### config.mk
export PLATFORM = sky130hd
export DESIGN_NAME = vga_timing_param_flat
export DESIGN_NICKNAME = d
export VERILOG_FILES = /design/src/rtl/vga_pkg.sv /design/src/rtl/vga_timing_param_if.sv /design/src/rtl/vga_sync_counter.sv /design/src/rtl/vga_timing_param.sv /design/src/flat_wrapper.sv
export SDC_FILE = /design/constraint.sdc
export NUM_CORES = 1
export LEC_CHECK = 0
export CAP_MARGIN = 5
export CELL_PAD_IN_SITES_DETAIL_PLACEMENT = 1
export CELL_PAD_IN_SITES_GLOBAL_PLACEMENT = 1
export CORE_AREA = 2 2 98 109
export DETAILED_ROUTE_END_ITERATION = 6
export DIE_AREA = 0 0 100 111
export PLACE_DENSITY_LB_ADDON = 0.1
export SETUP_SLACK_MARGIN = 0.3
export SLEW_MARGIN = 25
export SYNTH_ARGS = -nofsm -noshare
export SYNTH_HDL_FRONTEND = slang
export SYNTH_SLANG_ARGS = --single-unit
### constraint.sdc
create_clock -name clk -period 2 [get_ports clk]
set_input_delay 0.4 -clock clk [delete_from_list [all_inputs] [get_ports clk]]
set_output_delay 0.4 -clock clk [all_outputs]
set_load 0.01 [all_outputs]
### src/rtl/vga_pkg.sv
// Shared VGA timing definitions: mode records, legal
// divider/latency ranges and line/frame total helper.
package vga_pkg;

  typedef struct packed {
    int active;
    int fp;
    int sync;
    int bp;
  } axis_t;

  typedef struct packed {
    axis_t h;
    axis_t v;
  } mode_t;

  localparam mode_t MODE_640X480 = '{
    h: '{640, 16, 96, 48},
    v: '{480, 10, 2, 33}
  };

  localparam mode_t MODE_800X600 = '{
    h: '{800, 40, 128, 88},
    v: '{600, 1, 4, 23}
  };

  localparam int RD_LAT_MIN  = 1;
  localparam int RD_LAT_MAX  = 4;
  localparam int CLK_DIV_MAX = 4;

  function automatic bit div_legal(int d);
    return (d == 1) || (d == 2) || (d == CLK_DIV_MAX);
  endfunction

  function automatic int line_total(
    int sync, int bp, int active, int fp
  );
    return sync + bp + active + fp;
  endfunction

endpackage

### src/rtl/vga_timing_param_if.sv
// Pixel-RAM and connector bundle of the VGA timing
// generator.
interface vga_timing_param_if #(
  parameter int CW = 4
);

  logic [3*CW-1:0] din;
  logic [9:0]      pcol;
  logic [9:0]      prow;
  logic            rdn;
  logic [CW-1:0]   r;
  logic [CW-1:0]   g;
  logic [CW-1:0]   b;
  logic            hs;
  logic            vs;
  logic            de;
  logic            pix_ce;
  logic            frame_start;

  modport master (
    input  din,
    output pcol, prow, rdn,
    output r, g, b, hs, vs, de,
    output pix_ce, frame_start
  );

  modport slave (
    output din,
    input  pcol, prow, rdn,
    input  r, g, b, hs, vs, de,
    input  pix_ce, frame_start
  );

endinterface

### src/rtl/vga_sync_counter.sv
// Pixel-clock divider, h/v raster counters and raw
// sync/active decode.
module vga_sync_counter
  import vga_pkg::*;
#(
  parameter int H_ACTIVE = 640,
  parameter int H_FP     = 16,
  parameter int H_SYNC   = 96,
  parameter int H_BP     = 48,
  parameter int V_ACTIVE = 480,
  parameter int V_FP     = 10,
  parameter int V_SYNC   = 2,
  parameter int V_BP     = 33,
  parameter int CLK_DIV  = 1
) (
  input  logic        clk,
  input  logic        rst,
  output logic        pix_ce,
  output logic [10:0] h,
  output logic [10:0] v,
  output logic        hs_raw,
  output logic        vs_raw,
  output logic        active
);

  localparam int H_TOTAL =
    line_total(H_SYNC, H_BP, H_ACTIVE, H_FP);
  localparam int V_TOTAL =
    line_total(V_SYNC, V_BP, V_ACTIVE, V_FP);

  localparam logic [10:0] H_LAST = 11'(H_TOTAL - 1);
  localparam logic [10:0] V_LAST = 11'(V_TOTAL - 1);
  localparam logic [10:0] H_PULSE = 11'(H_SYNC);
  localparam logic [10:0] V_PULSE = 11'(V_SYNC);
  localparam logic [10:0] H_BEG = 11'(H_SYNC + H_BP);
  localparam logic [10:0] V_BEG = 11'(V_SYNC + V_BP);
  localparam logic [10:0] H_END =
    11'(H_SYNC + H_BP + H_ACTIVE);
  localparam logic [10:0] V_END =
    11'(V_SYNC + V_BP + V_ACTIVE);

  localparam logic [1:0] DIV_LAST = 2'(CLK_DIV - 1);

  logic [1:0] div;

  always_ff @(posedge clk or posedge rst) begin
    if (rst) begin
      div <= '0;
    end else if (div == DIV_LAST) begin
      div <= '0;
    end else begin
      div <= div + 2'd1;
    end
  end

  assign pix_ce = (div == DIV_LAST);

  // Frame wrap rides on the same tick as the line wrap.
  always_ff @(posedge clk or posedge rst) begin
    if (rst) begin
      h <= '0;
      v <= '0;
    end else if (pix_ce) begin
      if (h == H_LAST) begin
        h <= '0;
        v <= (v == V_LAST) ? '0 : v + 11'd1;
      end else begin
        h <= h + 11'd1;
      end
    end
  end

  assign hs_raw = (h < H_PULSE);
  assign vs_raw = (v < V_PULSE);
  assign active = (h >= H_BEG) && (h < H_END) &&
                  (v >= V_BEG) && (v < V_END);

endmodule

### src/rtl/vga_timing_param.sv
// Parametrised VGA timing generator with pixel-RAM read
// and sync/colour realignment.
module vga_timing_param
  import vga_pkg::*;
#(
  parameter int H_ACTIVE = MODE_640X480.h.active,
  parameter int H_FP     = MODE_640X480.h.fp,
  parameter int H_SYNC   = MODE_640X480.h.sync,
  parameter int H_BP     = MODE_640X480.h.bp,
  parameter int V_ACTIVE = MODE_640X480.v.active,
  parameter int V_FP     = MODE_640X480.v.fp,
  parameter int V_SYNC   = MODE_640X480.v.sync,
  parameter int V_BP     = MODE_640X480.v.bp,
  parameter bit HS_POL   = 1'b0,
  parameter bit VS_POL   = 1'b0,
  parameter int CLK_DIV  = 1,
  parameter int RD_LAT   = 1,
  parameter int CW       = 4
) (
  input logic                clk,
  input logic                rst,
  vga_timing_param_if.master vga
);

  if (!div_legal(CLK_DIV) ||
      RD_LAT < RD_LAT_MIN || RD_LAT > RD_LAT_MAX)
  begin : g_bad_param
    $error("vga_timing_param: illegal CLK_DIV/RD_LAT");
  end

  localparam logic [10:0] H_OFF = 11'(H_SYNC + H_BP);
  localparam logic [10:0] V_OFF = 11'(V_SYNC + V_BP);

  logic        pix_ce;
  logic [10:0] h;
  logic [10:0] v;
  logic        hs_raw;
  logic        vs_raw;
  logic        active;

  vga_sync_counter #(
    .H_ACTIVE (H_ACTIVE),
    .H_FP     (H_FP),
    .H_SYNC   (H_SYNC),
    .H_BP     (H_BP),
    .V_ACTIVE (V_ACTIVE),
    .V_FP     (V_FP),
    .V_SYNC   (V_SYNC),
    .V_BP     (V_BP),
    .CLK_DIV  (CLK_DIV)
  ) u_cnt (
    .clk    (clk),
    .rst    (rst),
    .pix_ce (pix_ce),
    .h      (h),
    .v      (v),
    .hs_raw (hs_raw),
    .vs_raw (vs_raw),
    .active (active)
  );

  assign vga.pix_ce = pix_ce;

  always_ff @(posedge clk or posedge rst) begin
    if (rst) begin
      vga.rdn         <= 1'b1;
      vga.pcol        <= '0;
      vga.prow        <= '0;
      vga.frame_start <= 1'b0;
    end else if (pix_ce) begin
      vga.rdn         <= ~active;
      vga.pcol        <= active ? 10'(h - H_OFF) : '0;
      vga.prow        <= active ? 10'(v - V_OFF) : '0;
      vga.frame_start <= (h == '0) && (v == '0);
    end
  end

  // {hs, vs, active} travel alongside the RAM read.
  logic [2:0] dly [RD_LAT];
  logic [2:0] late;

  always_ff @(posedge clk or posedge rst) begin
    if (rst) begin
      for (int i = 0; i < RD_LAT; i++) dly[i] <= '0;
    end else if (pix_ce) begin
      dly[0] <= {hs_raw, vs_raw, active};
      for (int i = 1; i < RD_LAT; i++) dly[i] <= dly[i-1];
    end
  end

  assign late = dly[RD_LAT-1];

  always_ff @(posedge clk or posedge rst) begin
    if (rst) begin
      vga.hs <= ~HS_POL;
      vga.vs <= ~VS_POL;
      vga.de <= 1'b0;
      vga.r  <= '0;
      vga.g  <= '0;
      vga.b  <= '0;
    end else if (pix_ce) begin
      vga.hs <= late[2] ^ ~HS_POL;
      vga.vs <= late[1] ^ ~VS_POL;
      vga.de <= late[0];
      vga.r  <= late[0] ? vga.din[CW-1:0] : '0;
      vga.g  <= late[0] ? vga.din[2*CW-1:CW] : '0;
      vga.b  <= late[0] ? vga.din[3*CW-1:2*CW] : '0;
    end
  end

endmodule
### src/flat_wrapper.sv
// flat-port wrapper written by rule: the top's interface ports become plain ports
module vga_timing_param_flat import vga_pkg::*;
#(
  parameter int H_ACTIVE = MODE_640X480.h.active,
  parameter int H_FP     = MODE_640X480.h.fp,
  parameter int H_SYNC   = MODE_640X480.h.sync,
  parameter int H_BP     = MODE_640X480.h.bp,
  parameter int V_ACTIVE = MODE_640X480.v.active,
  parameter int V_FP     = MODE_640X480.v.fp,
  parameter int V_SYNC   = MODE_640X480.v.sync,
  parameter int V_BP     = MODE_640X480.v.bp,
  parameter bit HS_POL   = 1'b0,
  parameter bit VS_POL   = 1'b0,
  parameter int CLK_DIV  = 1,
  parameter int RD_LAT   = 1,
  parameter int CW       = 4
)
  (clk, rst, vga_din, vga_pcol, vga_prow, vga_rdn, vga_r, vga_g, vga_b, vga_hs, vga_vs, vga_de, vga_pix_ce, vga_frame_start);
  vga_timing_param_if #(.CW(CW)) vga_i ();
  input logic clk;
  input logic rst;
  input wire logic [$bits(vga_i.din)-1:0] vga_din;
  output wire logic [$bits(vga_i.pcol)-1:0] vga_pcol;
  output wire logic [$bits(vga_i.prow)-1:0] vga_prow;
  output wire logic [$bits(vga_i.rdn)-1:0] vga_rdn;
  output wire logic [$bits(vga_i.r)-1:0] vga_r;
  output wire logic [$bits(vga_i.g)-1:0] vga_g;
  output wire logic [$bits(vga_i.b)-1:0] vga_b;
  output wire logic [$bits(vga_i.hs)-1:0] vga_hs;
  output wire logic [$bits(vga_i.vs)-1:0] vga_vs;
  output wire logic [$bits(vga_i.de)-1:0] vga_de;
  output wire logic [$bits(vga_i.pix_ce)-1:0] vga_pix_ce;
  output wire logic [$bits(vga_i.frame_start)-1:0] vga_frame_start;
  assign vga_i.din = vga_din;
  assign vga_pcol = vga_i.pcol;
  assign vga_prow = vga_i.prow;
  assign vga_rdn = vga_i.rdn;
  assign vga_r = vga_i.r;
  assign vga_g = vga_i.g;
  assign vga_b = vga_i.b;
  assign vga_hs = vga_i.hs;
  assign vga_vs = vga_i.vs;
  assign vga_de = vga_i.de;
  assign vga_pix_ce = vga_i.pix_ce;
  assign vga_frame_start = vga_i.frame_start;
  vga_timing_param #(.H_ACTIVE(H_ACTIVE), .H_FP(H_FP), .H_SYNC(H_SYNC), .H_BP(H_BP), .V_ACTIVE(V_ACTIVE), .V_FP(V_FP), .V_SYNC(V_SYNC), .V_BP(V_BP), .HS_POL(HS_POL), .VS_POL(VS_POL), .CLK_DIV(CLK_DIV), .RD_LAT(RD_LAT), .CW(CW)) u_core (.clk(clk), .rst(rst), .vga(vga_i));
endmodule
==> flow_metrics.tcl <==
set metrics [dict create \
    core-area_mm2 0.01015 \
    ctsRootBufferMaster "clkbuf_16" \
    maxSlewViolCount 0 \
    critPathKind "flop to flop" \
    required_ns 2.23 \
    drtAntennaViolNets 0 \
    syn_nets 359 \
    io_buffers 51 \
    die_h_um 111 \
    detail_route.iter0.violations 100 \
    die_w_um 100 \
    num_vias 2787 \
    finalHoldViolations 0 \
    via_per_inst 5.067 \
    finalWeightedCongestion 0.8506 \
    antenna_found_initial 0 \
    rsz0062_at_grt "yes" \
    cp_cell_sequence "a2111o_1 -> a2111oi_4 -> xnor2_1 -> o32ai_2" \
    endpoint "u_core.vga.prow[9]$_DFFE_PP0P_" \
    cts.path.max_buffers 2 \
    cts_tree "yes" \
    cts_buffers 9 \
    cp_top_family "compound AO/OA/AOI/OAI gates" \
    period_minus_slack_ns 1.799 \
    grt_pass1_wl_um 15480 \
    syn_area_mm2 0.003411 \
    layout-drive-gt1-share_pct 29.98 \
    p_leak_nw 1.989 \
    max_slew.worst_pin.slew_ns 0.4474 \
    ir_drop_mv 0.3952 \
    nFillCells 1136 \
    final_common_cell "dfrtp_1" \
    area_delta_synth_final_pct 40.43 \
    grt_pass1_vias 2979 \
    powerDensity_mw_per_mm2 586.1 \
    synth_edf_count 0 \
    slew_headroom_pct 69.95 \
    ff2ff_setup_slack_ns 0.20 \
    dieArea_mm2 0.01110 \
    yosys_warnings 0 \
    mostFrequentLayoutCells "dfrtp_1, inv_1, clkdlybuf4s50_1" \
    drv_cap 0 \
    cp-startpoint "u_core.u_cnt.v[2]$_DFFE_PP0P_" \
    worstSetupEndpointType "flop" \
    fmax_ghz 0.5560 \
    crit_path_max_fanout 7 \
    synth_seq_cells 64 \
    post-route-period-util_pct 89.94 \
    cts_sinks 64 \
    slowest_delay_ns 0.48 \
    nets 446 \
    io_pins 52 \
    final.setup.tns_ns 0 \
    synthCells 335 \
    grtUsageTotal_pct 17.99 \
    num_antenna_cells 0 \
    ys.flop_type "dfrtp_1" \
    grt_max_degree 28 \
    postSynth.asyncResetShare_pct 100.0 \
    reg2regPathDepth 4 \
    finalClockSkew_ns 0.007052 \
    drtPass1Iterations 4 \
    worstSetupStartpointType "flop" \
    fin_total_pwr_mw 2.807 \
    clock_latency_ns 0.33 \
    cts_max_level 3 \
    rows 39 \
    slowest_stage "a2111o_1" \
    hold_path_class "flop to flop" \
    grt_overflow 0 \
    final-setup-viol-count 0 \
    regToRegEndpoint "u_core.vga.prow[9]$_DFFE_PP0P_" \
    initial_core_util_pct 33.60 \
    synth.distinct_cells 50 \
    critPathArrivalTime_ns 2.03 \
    hpwl_um 6461 \
    routed_wl_um 9216 \
    crit-reg2reg-launch "u_core.u_cnt.v[2]$_DFFE_PP0P_" \
    crit_cells 4 \
    seq_area_frac_synth_pct 47.07 \
    path_clk_slew_ns 0.05 \
    status "finished clean" \
    wl_per_cell_um 16.76 \
    drc 0 \
    worst-path-buf-inv 0 \
    syn_area_per_cell_um2 10.18 \
]
-- final cells by class --
| class | count | area, µm² | area share, % |
|---|---|---|---|
| multi-input combinational | 195 | 1598 | 33.36 |
| tap | 123 | 153.9 | 3.213 |
| timing repair buffer | 101 | 954.7 | 19.93 |
| clock inverter | 4 | 20.02 | 0.4180 |
| clock buffer | 12 | 256.5 | 5.355 |
| sequential | 64 | 1612 | 33.65 |
| inverter | 51 | 195.2 | 4.075 |
-- report_power, final --
part	switching (mW)	internal [mW]	total (mW)
combinational	0.0315	0.0304	0.0619
clock	0.552	0.897	1.45
sequential	0	1.30	1.30
total	0.584	2.22	2.81
-- how the worst min path moves through the flow --
stage,start,endpoint,slack (ns),cells after the start
CTS,u_core.dly[1]$_DFFE_PP0P_,u_core.vga.vs$_DFFE_PP1P_,0.42,1
detailed placement,u_core.dly[1]$_DFFE_PP0P_,u_core.vga.vs$_DFFE_PP1P_,0.41,1
global route,rst,u_core.vga.prow[5]$_DFFE_PP0P_,0.46,2
finish,u_core.dly[1]$_DFFE_PP0P_,u_core.vga.vs$_DFFE_PP1P_,0.41,1
floorplan,u_core.dly[1]$_DFFE_PP0P_,u_core.vga.vs$_DFFE_PP1P_,0.39,1
global placement,u_core.dly[1]$_DFFE_PP0P_,u_core.vga.vs$_DFFE_PP1P_,0.40,1
-- flip-flops by register name (all words and copies together), names as in the netlist --
signal	cells
u_core.dly	3
u_core.u_cnt.div	2
u_core.u_cnt.h	11
u_core.u_cnt.v	11
u_core.vga.b	4
u_core.vga.de	1
u_core.vga.frame_start	1
u_core.vga.g	4
u_core.vga.hs	1
u_core.vga.pcol	10
u_core.vga.prow	10
u_core.vga.r	4
u_core.vga.rdn	1
u_core.vga.vs	1
-- routing by layer --
metal  GRT usage (%)  routed length, µm  vias to the layer above
li1                -                  -                     1326
met1           22.81               4100                     1385
met2           29.82               4624                       61
met3           3.657                268                       15
met4           7.306                222                        0
met5               0                  0                        -
-- kinds of logic after synthesis --
group,share of synthesized area [%]
buf+inv,10.12
xor+xnor,4.622
fa+ha+maj,3.668
mux,1.907
simple gates,13.50
flops,47.07
compound gates,19.11
-- Yosys cell counts (5+ instances only) --
| library cell | count | area, µm² |
|---|---|---|
| a21oi_1 | 8 | 40.04 |
| buf_2 | 9 | 45.04 |
| clkbuf_1 | 8 | 30.03 |
| dfrtp_1 | 61 | 1526 |
| ha_1 | 10 | 125.1 |
| inv_1 | 51 | 191.4 |
| nand2_1 | 27 | 101.4 |
| nand3_1 | 14 | 70.07 |
| nand4_1 | 5 | 31.28 |
| nor2_1 | 13 | 48.80 |
| nor3_1 | 7 | 35.03 |
| o21ai_0 | 23 | 115.1 |
| o32ai_2 | 19 | 309.1 |
| xnor2_1 | 12 | 105.1 |
| xor2_1 | 6 | 52.55 |
-- repair_timing --
action | CTS | global route
resized for setup | 21 | 25
hold buffers | 0 | 0
hold endpoints to repair | 0 | 0
cloned | 0 | 1
setup buffers | 8 | 9
setup endpoints to repair | 41 | 51
pin swaps | 9 | 5
-- per-stage QoR --
stage | cells | util [%] | hold slack (ns) | setup WS, ns | cell area (µm²)
after floorplan | 335 | - | 0.3875 | 0.2333 | 3453
after global placement | 516 | 41.77 | 0.4046 | 0.1834 | 4239
after detailed placement | 516 | 41.77 | 0.4145 | 0.1509 | 4239
after CTS | 540 | 45.65 | 0.4193 | 0.1861 | 4633
after global routing | 550 | 47.19 | 0.4614 | 0.1174 | 4790
final | 550 | 47.19 | 0.4134 | 0.2013 | 4790
Power figures use the tool's default switching activity.
